File: config.mk
export PLATFORM = sky130hd
export DESIGN_NAME = beat_interval_bpm_flat
export DESIGN_NICKNAME = d
export VERILOG_FILES = /design/src/rtl/beat_interval_bpm_if.sv /design/src/rtl/beat_interval_bpm.sv /design/src/flat_wrapper.sv
export SDC_FILE = /design/constraint.sdc
export NUM_CORES = 1
export LEC_CHECK = 0
export ABC_CLOCK_PERIOD_IN_PS = 10050
export BUFFER_PORTS_ARGS = -buffer_cell sky130_fd_sc_hd__buf_4
export CORE_MARGIN = 1.5
export CORE_UTILIZATION = 45
export DETAILED_ROUTE_END_ITERATION = 8
export PLACE_DENSITY_LB_ADDON = 0.1
export SYNTH_ARGS = -nofsm -noshare
export SYNTH_HDL_FRONTEND = slang
export SYNTH_SLANG_ARGS = --single-unit
File: constraint.sdc
create_clock -name CLOCK_50 -period 10.05 [get_ports CLOCK_50]
set_input_delay 1.005 -clock CLOCK_50 [delete_from_list [all_inputs] [get_ports CLOCK_50]]
set_output_delay 1.005 -clock CLOCK_50 [all_outputs]
set_load 0.02 [all_outputs]
File: src/rtl/beat_interval_bpm_if.sv
// BPM result channel: averaged BPM on valid/ready, plus lock flag and accepted-beat pulse.
// master drives the result; slave consumes it and applies backpressure through bpm_ready.
interface beat_interval_bpm_if #(
  parameter int BPM_WIDTH = 16
);
  logic [BPM_WIDTH-1:0] bpm_out;
  logic                 bpm_valid;
  logic                 bpm_ready;
  logic                 locked;
  logic                 beat_pulse_out;

  modport master (output bpm_out, bpm_valid, locked, beat_pulse_out, input bpm_ready);
  modport slave  (input bpm_out, bpm_valid, locked, beat_pulse_out, output bpm_ready);
endinterface

File: src/rtl/beat_interval_bpm.sv
// Beat-to-beat interval tracker: outlier rejection, HIST_DEPTH average, 32-cycle divide to BPM.
// Result valid 35 cycles after an accepted edge; bpm_valid holds until taken, a newer result overwrites.
module beat_interval_bpm #(
  parameter int CLOCK_FREQ = 50_000_000,
  parameter int BPM_WIDTH  = 16,
  parameter int HIST_DEPTH = 4,
  parameter int MIN_BPM    = 40,
  parameter int MAX_BPM    = 200,
  parameter int TOL_SHIFT  = 2
) (
  input  logic                CLOCK_50,
  input  logic                reset,
  input  logic                beat_in,
  beat_interval_bpm_if.master bpm_if
);
  localparam int          LOG2    = $clog2(HIST_DEPTH);
  localparam int          SUM_W   = 32 + LOG2;
  localparam logic [63:0] K64     = 64'(CLOCK_FREQ) * 64'd60;
  localparam logic [63:0] MAXI64  = K64 / 64'(MIN_BPM);
  localparam logic [63:0] MINI64  = K64 / 64'(MAX_BPM);
  localparam logic [31:0] K       = K64[31:0];
  localparam logic [31:0] MAX_INT = MAXI64[31:0];
  localparam logic [31:0] MIN_INT = MINI64[31:0];
  localparam logic [31:0] BPM_LO  = 32'(MIN_BPM);
  localparam logic [31:0] BPM_HI  = 32'(MAX_BPM);
  localparam logic [LOG2:0] FULL  = (LOG2 + 1)'(HIST_DEPTH);

  localparam logic [1:0] S_IDLE   = 2'd0;
  localparam logic [1:0] S_ACCEPT = 2'd1;
  localparam logic [1:0] S_DIVIDE = 2'd2;
  localparam logic [1:0] S_DONE   = 2'd3;

  logic [1:0]           state_q, state_d;
  logic                 beat_q;
  logic [31:0]          cnt_q, cnt_d;
  logic [31:0]          hist_q [HIST_DEPTH];
  logic [31:0]          hist_d [HIST_DEPTH];
  logic [SUM_W-1:0]     sum_q, sum_d;
  logic [LOG2:0]        fill_q, fill_d;
  logic [LOG2-1:0]      wptr_q, wptr_d;
  logic [1:0]           rej_q, rej_d;
  logic [31:0]          int_q, int_d;
  logic [32:0]          rem_q, rem_d;
  logic [31:0]          quo_q, quo_d;
  logic [4:0]           step_q, step_d;
  logic [BPM_WIDTH-1:0] bpm_q, bpm_d;
  logic                 vld_q, vld_d;
  logic                 lock_q, lock_d;
  logic                 pulse_q, pulse_d;

  logic                 edge_w;
  logic [31:0]          avg_w;
  logic [31:0]          diff_w;
  logic                 in_tol_w;
  logic [32:0]          trial_w;
  logic                 trial_ge_w;
  logic [31:0]          clamp_w;
  logic [SUM_W-1:0]     oldest_w;
  logic [LOG2:0]        fill_next_w;

  assign edge_w     = beat_in & ~beat_q;
  assign avg_w      = 32'(sum_q >> LOG2);
  assign diff_w     = (cnt_q >= avg_w) ? (cnt_q - avg_w) : (avg_w - cnt_q);
  assign in_tol_w   = diff_w <= (avg_w >> TOL_SHIFT);
  assign trial_w    = {rem_q[31:0], quo_q[31]};
  assign trial_ge_w = trial_w >= {1'b0, avg_w};
  assign clamp_w    = (quo_q < BPM_LO) ? BPM_LO : ((quo_q > BPM_HI) ? BPM_HI : quo_q);
  // Until the ring is full the slot being written holds nothing that belongs to the sum.
  assign oldest_w    = (fill_q == FULL) ? SUM_W'(hist_q[wptr_q]) : '0;
  assign fill_next_w = (fill_q == FULL) ? fill_q : fill_q + 1'b1;

  always_comb begin
    state_d = state_q;
    cnt_d   = (cnt_q == MAX_INT) ? cnt_q : cnt_q + 32'd1;
    hist_d  = hist_q;
    sum_d   = sum_q;
    fill_d  = fill_q;
    wptr_d  = wptr_q;
    rej_d   = rej_q;
    int_d   = int_q;
    rem_d   = rem_q;
    quo_d   = quo_q;
    step_d  = step_q;
    bpm_d   = bpm_q;
    lock_d  = lock_q;
    pulse_d = 1'b0;
    vld_d   = (vld_q && bpm_if.bpm_ready) ? 1'b0 : vld_q;
    case (state_q)
      S_IDLE: begin
        if (edge_w && (cnt_q >= MIN_INT)) begin
          cnt_d = '0;
          if (cnt_q == MAX_INT) begin
            sum_d  = '0;
            fill_d = '0;
            wptr_d = '0;
            rej_d  = '0;
            lock_d = 1'b0;
          end else if ((fill_q < FULL) || in_tol_w) begin
            rej_d   = '0;
            pulse_d = 1'b1;
            int_d   = cnt_q;
            state_d = S_ACCEPT;
          end else if (rej_q == 2'd2) begin
            // Persistent disagreement means the tempo moved: restart history from this interval.
            sum_d   = '0;
            fill_d  = '0;
            wptr_d  = '0;
            rej_d   = '0;
            lock_d  = 1'b0;
            pulse_d = 1'b1;
            int_d   = cnt_q;
            state_d = S_ACCEPT;
          end else begin
            rej_d = rej_q + 2'd1;
          end
        end
      end
      S_ACCEPT: begin
        hist_d[wptr_q] = int_q;
        sum_d  = sum_q + SUM_W'(int_q) - oldest_w;
        wptr_d = wptr_q + 1'b1;
        fill_d = fill_next_w;
        if (fill_next_w == FULL) begin
          rem_d   = '0;
          quo_d   = K;
          step_d  = '0;
          state_d = S_DIVIDE;
        end else begin
          state_d = S_IDLE;
        end
      end
      S_DIVIDE: begin
        quo_d  = {quo_q[30:0], trial_ge_w};
        rem_d  = trial_ge_w ? (trial_w - {1'b0, avg_w}) : trial_w;
        step_d = step_q + 5'd1;
        if (step_q == 5'd31) state_d = S_DONE;
      end
      default: begin
        bpm_d   = BPM_WIDTH'(clamp_w);
        vld_d   = 1'b1;
        lock_d  = 1'b1;
        state_d = S_IDLE;
      end
    endcase
  end

  always_ff @(posedge CLOCK_50 or posedge reset) begin
    if (reset) begin
      state_q <= S_IDLE;
      beat_q  <= 1'b0;
      cnt_q   <= '0;
      for (int i = 0; i < HIST_DEPTH; i++) hist_q[i] <= '0;
      sum_q   <= '0;
      fill_q  <= '0;
      wptr_q  <= '0;
      rej_q   <= '0;
      int_q   <= '0;
      rem_q   <= '0;
      quo_q   <= '0;
      step_q  <= '0;
      bpm_q   <= '0;
      vld_q   <= 1'b0;
      lock_q  <= 1'b0;
      pulse_q <= 1'b0;
    end else begin
      state_q <= state_d;
      beat_q  <= beat_in;
      cnt_q   <= cnt_d;
      hist_q  <= hist_d;
      sum_q   <= sum_d;
      fill_q  <= fill_d;
      wptr_q  <= wptr_d;
      rej_q   <= rej_d;
      int_q   <= int_d;
      rem_q   <= rem_d;
      quo_q   <= quo_d;
      step_q  <= step_d;
      bpm_q   <= bpm_d;
      vld_q   <= vld_d;
      lock_q  <= lock_d;
      pulse_q <= pulse_d;
    end
  end

  assign bpm_if.bpm_out        = bpm_q;
  assign bpm_if.bpm_valid      = vld_q;
  assign bpm_if.locked         = lock_q;
  assign bpm_if.beat_pulse_out = pulse_q;
endmodule

File: src/flat_wrapper.sv
// flat-port wrapper written by rule: the top's interface ports become plain ports
module beat_interval_bpm_flat 
#(
  parameter int CLOCK_FREQ = 50_000_000,
  parameter int BPM_WIDTH  = 16,
  parameter int HIST_DEPTH = 4,
  parameter int MIN_BPM    = 40,
  parameter int MAX_BPM    = 200,
  parameter int TOL_SHIFT  = 2
)
  (CLOCK_50, reset, beat_in, bpm_if_bpm_out, bpm_if_bpm_valid, bpm_if_locked, bpm_if_beat_pulse_out, bpm_if_bpm_ready);
  beat_interval_bpm_if #(.BPM_WIDTH(BPM_WIDTH)) bpm_if_i ();
  input  logic CLOCK_50;
  input  logic reset;
  input  logic beat_in;
  output wire logic [$bits(bpm_if_i.bpm_out)-1:0] bpm_if_bpm_out;
  output wire logic [$bits(bpm_if_i.bpm_valid)-1:0] bpm_if_bpm_valid;
  output wire logic [$bits(bpm_if_i.locked)-1:0] bpm_if_locked;
  output wire logic [$bits(bpm_if_i.beat_pulse_out)-1:0] bpm_if_beat_pulse_out;
  input wire logic [$bits(bpm_if_i.bpm_ready)-1:0] bpm_if_bpm_ready;
  assign bpm_if_bpm_out = bpm_if_i.bpm_out;
  assign bpm_if_bpm_valid = bpm_if_i.bpm_valid;
  assign bpm_if_locked = bpm_if_i.locked;
  assign bpm_if_beat_pulse_out = bpm_if_i.beat_pulse_out;
  assign bpm_if_i.bpm_ready = bpm_if_bpm_ready;
  beat_interval_bpm #(.CLOCK_FREQ(CLOCK_FREQ), .BPM_WIDTH(BPM_WIDTH), .HIST_DEPTH(HIST_DEPTH), .MIN_BPM(MIN_BPM), .MAX_BPM(MAX_BPM), .TOL_SHIFT(TOL_SHIFT)) u_core (.CLOCK_50(CLOCK_50), .reset(reset), .beat_in(beat_in), .bpm_if(bpm_if_i));
endmodule
# Word level (Yosys, flattened, before mapping)
# Cells that the tools add are included.
# word_totals
reg_bits,324
input_bits,4
output_inout_bits,19
elab_cells,134
# op_classes
n_addsub,10
n_lt_le_gt_ge,9
n_eq_ne,15
mux,60
n_bitwise,5
reduce_logical,16
# op_table
cell,count
$mux 32,13
$mux 34,4
$bwmux 128,1
$pmux 32 s2,2
$sub 32x32->32,3
$pmux 34 s2,1
$bmux 32 s2,1
$demux 32 s2,1
$add 34x32->34,1
$sub 34x34->34,1
$ge 33x32->1,1
$add 32x1->32 const B,1
$eq 32x27->1 const B,1
$ge 32x24->1 const B,1
$ge 32x32->1,1
$gt 32x8->1 const B,1
$le 32x30->1,1
$lt 32x6->1 const B,1
$mux 16,2
$mux 2,13
$reduce_and 4->1,4
$mux 3,5
$mux 1,11
$pmux 5 s2,1
other kinds (29),43

# Depth between registers and ports, before layout
# logic_depth
word_depth,8
ltp_mapped,30
ltp_nobuf,25

# Least setup slack after synthesis
# OpenSTA, ideal clock, no wires.
# synth_timing
path_type,reg2reg
start,register u_core.cnt_q[0]
end,register u_core.fill_q[2]
t_arrival_ns,5.744
t_required_ns,9.925
setup_slack_ns,4.181
path_stages_with_launch,28
path_buffers,3
cell_sequence,dfrtp_1 > inv_1 > ha_1 > inv_1 > fa_1 > a211oi_2 > nor2_1 > o21ai_0 > a211oi_2 > or3_1 > buf_2 > buf_6 > mux2i_1 > a221oi_1 > o21ai_0 > xor2_1 > ha_1 > nand4_1 > or2_2 > nor4b_2 > a211oi_1 > nor3_2 > nand2_1 > o32ai_4 > o221ai_2 > and2_4 > buf_6 > mux2_4
# synth_via
elab_chain_cells,6
word_cells_on_any_way,16
# synth_lines
item,line,text
start: declaration,beat_interval_bpm.sv:35,"logic [31:0] cnt_q, cnt_d;"
start signal: assignment,beat_interval_bpm.sv:168,cnt_q <= cnt_d;
$sub 32x32->32 / $ge 32x32->1 (equally long branches),beat_interval_bpm.sv:63,assign diff_w = (cnt_q >= avg_w) ? (cnt_q - avg_w) : (avg_w - cnt_q);
$mux 32,beat_interval_bpm.sv:63,
$le 32x30->1,beat_interval_bpm.sv:64,assign in_tol_w = diff_w <= (avg_w >> TOL_SHIFT);
$logic_or 1x1->1,beat_interval_bpm.sv:98,end else if ((fill_q < FULL) || in_tol_w) begin
$ne 3x2->1 (no line),-,
$reduce_and 4->1 (no line),-,
end signal: assignment,beat_interval_bpm.sv:171,fill_q <= fill_d;
end: declaration,beat_interval_bpm.sv:39,"logic [LOG2:0] fill_q, fill_d;"
# Several ways; a longest one is shown, not always the timed one. The select of a mux whose other input is x is not followed.
# A chain may end at the register's enable or synchronous reset.

# Worst setup path in the final report
# layout_timing
start,register u_core.sum_q[27]
end,register u_core.int_q[31]
# layout_via
elab_chain_cells,6
word_cells_on_any_way,9
# layout_lines
item,line,text
start: declaration,beat_interval_bpm.sv:38,"logic [SUM_W-1:0] sum_q, sum_d;"
start signal: assignment,beat_interval_bpm.sv:170,sum_q <= sum_d;
$sub 32x32->32 / $ge 32x32->1 (equally long branches),beat_interval_bpm.sv:63,
$mux 32,beat_interval_bpm.sv:63,
$le 32x30->1 (*),beat_interval_bpm.sv:64,
$logic_or 1x1->1 (*),beat_interval_bpm.sv:98,
$reduce_bool 2->1 (no line),-,
$reduce_and 4->1 (no line),-,
end signal: assignment,beat_interval_bpm.sv:174,int_q <= int_d;
end: declaration,beat_interval_bpm.sv:42,"logic [31:0] int_q, int_d;"
# Every way passes the cells marked *; elsewhere a longest branch is shown, timed or not.

==> key figures <==
Run status
  – Status: completed

GRT
  – First-pass GRT wire length: 105 mm
  – GRT Total Usage: 0.270
  – Largest net degree at the start of global routing: 169
  – Total grt overflow: 0
  – Initial antenna violation count: 0
  – Vias in the first global route: 17900

Floorplanning
  – Die Y-Extent: between 200 and 250 um
  – Placement row count: 81
  – DIE AREA: around 50000 um^2
  – Initial core utilization: 0.456
  – Ports: 23
  – Total core area: 48800 um^2
  – Die W: 225 um

Logic synthesis
  – Post-synthesis register bit count: 324
  – Yosys top cell area share: 0.364
  – Synth area leader: dfrtp_1
  – Most common library cells after synthesis: dfrtp_1 (324), nand2_1 (316), o21ai_0 (265)
  – Top FF cell, synth: dfrtp_1
  – Synth unique cells: 82
  – Post-Syn Area: 22300 um^2
  – Syn_area_per_cell: between 8 and 9 um^2
  – Most common cell in the netlist: dfrtp_1
  – Ys async rst share: 1.00
  – Post-synthesis cell count: roughly 2500
  – Post-synthesis net count: ~2700
  – Number of synthesized flops with an enable pin: 0
  – Synth top area cells: dfrtp_1 (36%), ha_1 (9.7%), o21ai_0 (6.0%)
  – Post-synthesis sequential area ratio: 0.364
  – Synth warn: 0

Setup path
  – Data arrival, critical path: 8310 ps
  – Crit. End Element: flip-flop
  – CP delay by family, top: compound AO/OA/AOI/OAI gates
  – Worst Path Buf+Inv: 2
  – R2R Path End: u_core.int_q[31]
  – Worst path slowest cell: or3_1
  – R2r setup slk: around 2200 ps
  – CP max FO: 33
  – CP max stage delay: just under 900 ps
  – Reg2reg start: u_core.sum_q[27]
  – Crit path kind: flip-flop to flip-flop
  – Worst reg2reg path depth: 23
  – CP Cell Sequence: inv_1 -> ha_1 -> a21oi_1 -> o21ai_0 -> a221oi_1 -> o21ai_1 -> or3_1 -> mux2i_1 -> o21ai_1 -> a21oi_1 -> o21ai_0 -> xor2_1 -> ha_1 -> nand4_1 -> nor4_1 -> or2b_1 -> a211oi_1 -> nor3_2 -> o311ai_2 -> o32ai_4 -> o211ai_4 -> buf_4 -> mux2_2
  – Startpoint Class: flip-flop
  – Critical Path RT: 10490 ps

Timing
  – Final Setup Violations: 0
  – Final cycle utilization of the critical path: 0.783
  – Final Hold Fails: 0
  – RSZ-0062 raised after global routing: false
  – Fin Setup TNS: 0 ps
  – Worst Max-Slew Pin Slew: 1230 ps
  – Final slew viol count: 0
  – Clock Skew: 14.2 ps
  – Min Tclk post-route: 7870 ps
  – Max_slew headroom: 0.173
  – Max frequency: 0.127 GHz
  – Final worst slack: 2180 ps

Clocking
  – CTS Root Cell: clkbuf_16
  – Inserted Clock Buffers: 40
  – Post_cts resized: 0
  – CTS tree: built
  – Htree depth: 2
  – Worst-path clk slew: 60 ps
  – Clock sink total: 324
  – Clock Latency Late Sink: roughly 560 ps
  – Post-CTS Hold Buffers: 0
  – Clock Path Buffers: 3
  – Post-CTS setup buffer count: 0

Placement
  – Final HPWL DP: around 50 mm
  – Placer's final routability congestion estimate: 0.987
  – Worst slack, placed: 2320 ps
  – Placed Area: 23000 um^2
  – IO Port Bufs: 22

Final layout
  – Layout area overhead: 8.85%
  – Footprint of the multi-input gates: 12800 um^2
  – Finished Cell Area: 24200 um^2
  – Flip-flop and latch area: 8110 um^2
  – Fill count: 4690
  – Fraction of layout cells with a size suffix above 1: 0.0748
  – Final Net Count: 2685

Drt
  – Initial DRC Count: 1402
  – Routed len/inst: 21.1 um
  – Post-route DRC: 0
  – Final WL: 66.9 mm
  – Vias per Instance: 5.73
  – Detailed Routing Iterations Pass 1: 8
  – Via Count: 18100
  – Final ANT Viol Nets: 0

Power and ir drop
  – Maximum vdd drop: 0.0983 mV
  – Total Power: 0.00278 W
  – Pleak: 11.4 nW
  – Pwr/cell area: 115 nW/um^2

Worst hold path
  – Min-Delay Startpoint: u_core.hist_q[57]
  – Worst hold stages: 2
  – Hold Crit Class: flip-flop to flip-flop
  – Hold EP: u_core.hist_q[57]

Job
  – Max Cap Violations: 0
registers in the layout (all words and copies together), names as in the netlist:
| name | flops |
|---|---|
| u_core.beat_q | 1 |
| u_core.bpm_if.beat_pulse_out | 1 |
| u_core.bpm_if.bpm_out | 16 |
| u_core.bpm_if.bpm_valid | 1 |
| u_core.bpm_if.locked | 1 |
| u_core.cnt_q | 32 |
| u_core.fill_q | 3 |
| u_core.hist_q | 128 |
| u_core.int_q | 32 |
| u_core.quo_q | 32 |
| u_core.rej_q | 2 |
| u_core.rem_q | 32 |
| u_core.state_q | 2 |
| u_core.step_q | 5 |
| u_core.sum_q | 34 |
| u_core.wptr_q | 2 |
metal layers:
metal / track usage / vias to the layer above / routed length [um]
li1: - / 8704 / -
met2: 0.442 / 400 / 31300
met4: 0.113 / 0 / 2510
met5: 0 / - / 0
met3: 0.0330 / 118 / 2760
met1: 0.361 / 8917 / 30300
where the power goes:
group	internal, W	switching [W]
clock network	0.000873	0.000577
logic	0.00000201	0.0000256
registers	0.00131	0.0000000589
through the flow:
stage               std cells  utilization  hold slack [ps]
floorplan                2506            -              445
global placement         3095        0.470              456
detailed placement       3095        0.470              466
CTS                      3163        0.496              478
global route             3163        0.496              497
finish                   3164        0.496              472
worst min-delay path: stages, from the launching register on:
cell and delay [ps]:
dfrtp_1 340, nand2_1 40, o21ai_0 60
placed cells by master, fill, tap and decap left out, types with 20 or more instances in the layout:
cell       instances
nand4_1           34
mux2i_1           28
nand3_1           99
clkbuf_16         41
dfrtp_1          323
inv_1            218
nor2b_1           22
a21o_1            66
xor2_1            44
and3_1            23
mux4_2            32
fa_1              35
a211oi_1          20
nand2_1          312
o21ai_1           23
buf_4             44
xnor2_1           69
o21ai_0          265
nor2_1           126
nor3_1            44
a21oi_1          134
and2_1            40
a31oi_1           23
ha_1             172
cell families after synthesis:
kind of cell	synth area share
multiplexers	0.0527
adder cells (fa/ha/maj)	0.129
buffers and inverters	0.0617
AO/OA/AOI/OAI	0.188
XOR/XNOR	0.0444
flip-flops	0.364
AND/OR/NAND/NOR	0.160
layout make-up:
class	instances	area share
Tap cell	664	0.0343
Antenna cell	1	0.000103
Sequential cell	324	0.334
Clock buffer	58	0.0478
Inverter	219	0.0342
Multi-Input combinational cell	1843	0.529
Clock inverter	10	0.00537
Timing Repair Buffer	45	0.0145
worst max path at each step:
stage,endpoint,slack (ps),from,cells past startpoint
final,u_core.int_q[31],2180,u_core.sum_q[27],23
after global routing,u_core.int_q[31],1770,u_core.sum_q[27],24
after CTS,u_core.int_q[31],2290,u_core.sum_q[27],23
after detailed placement,u_core.int_q[31],2320,u_core.sum_q[27],23
after global placement,u_core.int_q[31],2470,u_core.cnt_q[0],25
after floorplan,u_core.beat_q,80,reset,1
No activity file was read; power rests on OpenSTA's default activity.
